$ cat src/rtl/lockin_sweep_ctrl_if.sv
// Result stream from the sweep controller to the readout path.
// The master side presents one averaged (x, y, idx) point per valid/ready handshake.
interface lockin_sweep_ctrl_if #(
    parameter int DATA_W = 24
);
    logic                     res_valid;
    logic                     res_ready;
    logic signed [DATA_W-1:0] res_x;
    logic signed [DATA_W-1:0] res_y;
    logic [15:0]              res_idx;

    modport master (output res_valid, res_x, res_y, res_idx, input res_ready);
    modport slave  (input res_valid, res_x, res_y, res_idx, output res_ready);
endinterface

$ cat src/rtl/lockin_sweep_ctrl.sv
// Steps the lock-in reference through a frequency sweep.
// Each point waits out a settle time, then averages x/y, then streams the result.
module lockin_sweep_ctrl #(
    parameter int DATA_W   = 24,
    parameter int PINC_W   = 32,
    parameter int MAX_LOG2 = 15,
    parameter int ACC_W    = DATA_W + MAX_LOG2
) (
    input  logic                     clk,
    input  logic                     rst,
    input  logic                     start,
    input  logic                     abort,
    input  logic [PINC_W-1:0]        f_start,
    input  logic [PINC_W-1:0]        f_step,
    input  logic [15:0]              n_steps,
    input  logic [23:0]              settle,
    input  logic [3:0]               avg_log2,
    input  logic signed [DATA_W-1:0] x_in,
    input  logic signed [DATA_W-1:0] y_in,
    output logic [PINC_W-1:0]        cnt_inc,
    output logic                     busy,
    output logic                     done,
    lockin_sweep_ctrl_if.master      res
);

    localparam int         CNT_W    = MAX_LOG2;
    localparam logic [3:0] LOG2_MAX = 4'(MAX_LOG2);

    typedef enum logic [2:0] {IDLE, SETTLE, ACCUM, OUTPUT, DONE} state_t;

    state_t                   state, next_state;
    logic [PINC_W-1:0]        f_step_q;
    logic [15:0]              n_steps_q;
    logic [23:0]              settle_q;
    logic [3:0]               log2_q;
    logic [3:0]               log2_in;
    logic [15:0]              idx;
    logic [23:0]              settle_cnt;
    logic [CNT_W-1:0]         acc_cnt;
    logic signed [ACC_W-1:0]  acc_x, acc_y;
    logic signed [ACC_W-1:0]  sum_x, sum_y;
    logic                     handshake;
    logic                     start_go, clear_acc, emit, advance;

    assign log2_in   = (avg_log2 > LOG2_MAX) ? LOG2_MAX : avg_log2;
    assign handshake = res.res_valid && res.res_ready;
    assign sum_x     = acc_x + ACC_W'(x_in);
    assign sum_y     = acc_y + ACC_W'(y_in);
    assign busy      = (state != IDLE);
    assign done      = (state == DONE);

    always_ff @(posedge clk or negedge rst) begin
        if (!rst) state <= IDLE;
        else      state <= next_state;
    end

    // abort wins over everything once a sweep is running, including a pending handshake
    always_comb begin
        next_state = state;
        start_go   = 1'b0;
        clear_acc  = 1'b0;
        emit       = 1'b0;
        advance    = 1'b0;
        unique case (state)
            IDLE: begin
                if (start && !abort && (n_steps != 16'd0)) begin
                    next_state = SETTLE;
                    start_go   = 1'b1;
                end
            end
            SETTLE: begin
                if (abort) begin
                    next_state = IDLE;
                end else if (settle_cnt == 24'd0) begin
                    next_state = ACCUM;
                    clear_acc  = 1'b1;
                end
            end
            ACCUM: begin
                if (abort) begin
                    next_state = IDLE;
                end else if (acc_cnt == '0) begin
                    next_state = OUTPUT;
                    emit       = 1'b1;
                end
            end
            OUTPUT: begin
                if (abort) begin
                    next_state = IDLE;
                end else if (handshake) begin
                    if (idx == n_steps_q - 16'd1) begin
                        next_state = DONE;
                    end else begin
                        next_state = SETTLE;
                        advance    = 1'b1;
                    end
                end
            end
            DONE:    next_state = IDLE;
            default: next_state = IDLE;
        endcase
    end

    // The final sample is folded in on the way out so the result lands with the OUTPUT entry
    always_ff @(posedge clk or negedge rst) begin
        if (!rst) begin
            cnt_inc       <= '0;
            f_step_q      <= '0;
            n_steps_q     <= '0;
            settle_q      <= '0;
            log2_q        <= '0;
            idx           <= '0;
            settle_cnt    <= '0;
            acc_cnt       <= '0;
            acc_x         <= '0;
            acc_y         <= '0;
            res.res_valid <= 1'b0;
            res.res_x     <= '0;
            res.res_y     <= '0;
            res.res_idx   <= '0;
        end else begin
            if (start_go) begin
                cnt_inc    <= f_start;
                f_step_q   <= f_step;
                n_steps_q  <= n_steps;
                settle_q   <= settle;
                log2_q     <= log2_in;
                idx        <= '0;
                settle_cnt <= settle;
            end else if (advance) begin
                cnt_inc    <= cnt_inc + f_step_q;
                idx        <= idx + 16'd1;
                settle_cnt <= settle_q;
            end else if ((state == SETTLE) && (settle_cnt != 24'd0)) begin
                settle_cnt <= settle_cnt - 24'd1;
            end

            if (clear_acc) begin
                acc_x   <= '0;
                acc_y   <= '0;
                acc_cnt <= CNT_W'((32'd1 << log2_q) - 32'd1);
            end else if (state == ACCUM) begin
                acc_x   <= sum_x;
                acc_y   <= sum_y;
                acc_cnt <= acc_cnt - CNT_W'(1);
            end

            if (emit) begin
                res.res_x   <= DATA_W'(sum_x >>> log2_q);
                res.res_y   <= DATA_W'(sum_y >>> log2_q);
                res.res_idx <= idx;
            end

            res.res_valid <= (next_state == OUTPUT);
        end
    end

endmodule
$ cat src/flat_wrapper.sv
// flat-port wrapper written by rule: the top's interface ports become plain ports
module lockin_sweep_ctrl_flat 
#(
    parameter int DATA_W   = 24,
    parameter int PINC_W   = 32,
    parameter int MAX_LOG2 = 15,
    parameter int ACC_W    = DATA_W + MAX_LOG2
)
  (clk, rst, start, abort, f_start, f_step, n_steps, settle, avg_log2, x_in, y_in, cnt_inc, busy, done, res_res_valid, res_res_x, res_res_y, res_res_idx, res_res_ready);
  lockin_sweep_ctrl_if #(.DATA_W(DATA_W)) res_i ();
  input  logic clk;
  input  logic rst;
  input  logic start;
  input  logic abort;
  input  logic [PINC_W-1:0] f_start;
  input  logic [PINC_W-1:0] f_step;
  input  logic [15:0] n_steps;
  input  logic [23:0] settle;
  input  logic [3:0] avg_log2;
  input  logic signed [DATA_W-1:0] x_in;
  input  logic signed [DATA_W-1:0] y_in;
  output logic [PINC_W-1:0] cnt_inc;
  output logic busy;
  output logic done;
  output wire logic [$bits(res_i.res_valid)-1:0] res_res_valid;
  output wire logic [$bits(res_i.res_x)-1:0] res_res_x;
  output wire logic [$bits(res_i.res_y)-1:0] res_res_y;
  output wire logic [$bits(res_i.res_idx)-1:0] res_res_idx;
  input wire logic [$bits(res_i.res_ready)-1:0] res_res_ready;
  assign res_res_valid = res_i.res_valid;
  assign res_res_x = res_i.res_x;
  assign res_res_y = res_i.res_y;
  assign res_res_idx = res_i.res_idx;
  assign res_i.res_ready = res_res_ready;
  lockin_sweep_ctrl #(.DATA_W(DATA_W), .PINC_W(PINC_W), .MAX_LOG2(MAX_LOG2), .ACC_W(ACC_W)) u_core (.clk(clk), .rst(rst), .start(start), .abort(abort), .f_start(f_start), .f_step(f_step), .n_steps(n_steps), .settle(settle), .avg_log2(avg_log2), .x_in(x_in), .y_in(y_in), .cnt_inc(cnt_inc), .busy(busy), .done(done), .res(res_i));
endmodule
$ cat config.mk
export PLATFORM = sky130hd
export DESIGN_NAME = lockin_sweep_ctrl_flat
export DESIGN_NICKNAME = d
export VERILOG_FILES = /design/src/rtl/lockin_sweep_ctrl_if.sv /design/src/rtl/lockin_sweep_ctrl.sv /design/src/flat_wrapper.sv
export SDC_FILE = /design/constraint.sdc
export NUM_CORES = 1
export LEC_CHECK = 0
export CAP_MARGIN = 10
export CORE_AREA = 4 4 209 211
export DETAILED_ROUTE_END_ITERATION = 6
export DIE_AREA = 0 0 213 215
export GPL_TIMING_DRIVEN = 0
export PLACE_DENSITY = 0.79
export SYNTH_ARGS = -nofsm -noshare
export SYNTH_HDL_FRONTEND = slang
export SYNTH_SLANG_ARGS = --single-unit
$ cat constraint.sdc
create_clock -name clk -period 6.4 [get_ports clk]
set_input_delay 1.28 -clock clk [delete_from_list [all_inputs] [get_ports clk]]
set_output_delay 1.28 -clock clk [all_outputs]
set_load 0.005 [all_outputs]
==> metrics.csv <==
metric;value;unit
finClkSkew;29.10;ps
cts_setup_buffers;0;
synth_common_cells;nand2_1 (507), dfrtp_1 (309), nor2_1 (223);
worst_slew_pin_slew;1228;ps
cts_hold_buf;0;
yosysMostFrequentCell;nand2_1;
status;finished, violations left;
ys_types;94;
setup_viol;0;
critPathKind;input pin to flop;
ys_warn_count;0;
synth.avg_cell_area;8.170;um2
finalNonFillerCells;3656;
ir_drop;0.0002638;V
rsz0062_at_grt;false;
viasPerCell;6.623;
overflow;0;
grt_pass1_wl;136400;um
cts_tree;built;
violations;DRC;
finalWirelength;90540;um
io_pins;260;
critPathRequiredTime;6810;ps
synth_seq_cells;309;
ys_seq_area_share;33.86;%
nets;3371;
post-route-min-period;5684;ps
row_count;75;
async_flop_share;100.0;%
drc;4;
fmax;175.9;MHz
root_buffer;clkbuf_16;
p_per_area;336.5;nW/um2
hold_viol_final;0;
grt_pass1_vias;23330;
grt_max_degree;92;
area_delta_synth_final;20.10;%
drive_gt1_share;5.679;%
slew_viol_final;0;
hp-class;flop to flop;
relSlewSlack;18.13;%
dp_hpwl;68630;um
syn-num-nets;3070;
start_util;54.68;%
syn_inst;2795;
place.gp.congestion;0.9926;
yosysTopAreaCell;dfrtp_1;
crit_path_start_kind;input pin;
cts_resized;0;
path_clk_slew;60;ps
ctsHtreeMaxLevel;2;
power.leakage;12.20;nW
cap_violations;0;
ant_nets;0;
drt_iter0_drc;2920;
die_area;45800;um2
cp_data_arrival_time;6090;ps
clock_path_buffers;3;
track_usage;38.12;%
die_h;215;um
cts_sinks;309;
setup_tns;0;ps
cp_max_fo;16;
dieWidth;213;um
synth.area.top_cells;dfrtp_1 (34%), nand2_1 (8.3%), ha_1 (6.1%);
synth_area;22830;um2
wl_per_cell;24.76;um
synthFlopType;dfrtp_1;
coreArea;41760;um2
numCtsBuffers;37;
synth_edf_count;0;
num_antenna_cells;0;
antenna_found_initial;1;
finalCritPeriodShare;88.81;%
vias;24210;
dp_cells;3596;
synth.top_cell.area_share;33.86;%
io_buffers;259;
end_kind;flop;
drt_first_pass_iters;7;
insertion_delay;570;ps
logic make-up (layout without fill, tap and decap cells):
kind of cell	count (synthesis)	in the layout	synth area share (%)
buf+inv	223	545	3.781
fa+ha+maj	114	114	6.345
compound gates	818	818	23.56
flops	309	309	33.86
xor+xnor	150	150	5.753
mux	106	106	5.589
simple gates	1075	1075	21.11
sequential cells by signal (all words and copies together) (netlist names):
name	count
u_core.state	3
u_core.cnt_inc	32
u_core.res.res_valid	1
u_core.acc_cnt	15
u_core.f_step_q	32
u_core.res.res_y	24
u_core.settle_q	24
u_core.res.res_x	24
u_core.log2_q	4
u_core.idx	16
u_core.res.res_idx	16
u_core.settle_cnt	24
u_core.n_steps_q	16
u_core.acc_y	39
u_core.acc_x	39
routing by layer:
metal	GRT usage [%]	vias to the layer above	wire length, um
li1	-	10720	-
met1	53.73	11800	37810
met2	57.45	1421	39340
met3	7.146	272	8840
met4	16.62	2	4535
met5	0	-	13
where the power goes:
group	switching, mW	internal [mW]	total (mW)
clock	0.893	1.33	2.22
sequential	0.233	2.23	2.46
combinational	2.82	1.73	4.55
path summary, 6_finish.rpt:
| kind | to | from | slack [ps] | depth (start not counted) |
|---|---|---|---|---|
| max in group asynchronous | u_core.cnt_inc[10] | rst | 4440 | 3 |
| hold / removal | u_core.settle_q[16] | u_core.settle_q[16] | 470 | 1 |
| setup reg to reg | u_core.acc_cnt[14] | u_core.settle_cnt[3] | 1030 | 15 |
| min in group asynchronous | u_core.acc_x[10] | rst | 700 | 1 |
| setup / recovery | u_core.res.res_y[17] | y_in[23] | 720 | 14 |
| hold reg to reg | u_core.settle_q[16] | u_core.settle_q[16] | 470 | 1 |
per-stage QoR:
stage	setup slack, ps	power [mW]	area (um2)	hold slack (ps)	util (%)
final	716.4	9.229	27430	467.5	65.67
after global routing	562.1	9.667	27430	487.3	65.67
after CTS	969.1	9.071	27430	470.0	65.67
after detailed placement	405.2	6.833	26190	455.6	62.71
after global placement	-9659	6.740	26100	446.6	62.50
after floorplan	1986	5.458	22830	434.4	-
layout by cell type, fill, tap and decap left out, types with 53 or more instances in the layout:
cell               n
nand2_1          507
dfrtp_1          309
clkdlybuf4s50_1  258
nor2_1           223
a21oi_1          214
o21ai_0          194
clkbuf_1         129
ha_1             111
nand3_1          105
xnor2_1           96
mux2i_1           60
a21o_1            60
xor2_1            54
inv_1             53
area by class of cell:
cell class | count | area [um2]
inverter | 56 | 210.2
fill | 3608 | 14330
sequential | 309 | 7732
multi-input combinational | 2263 | 14240
clock buffer | 45 | 1017
clock inverter | 15 | 219.0
timing repair buffer | 262 | 2680
buffer | 167 | 653.1
tap | 539 | 674.4
critical path, cell delays in order:
cell,delay [ps]
clkdlybuf4s50_1,850
ha_1,530
clkbuf_1,270
and4_1,280
nand4_1,190
nor3_1,230
o211ai_1,270
and3_1,270
o21ai_0,500
xnor2_1,290
mux2i_1,470
a21oi_1,140
a221oi_1,410
a211oi_1,100
Power figures use the tool's default switching activity.
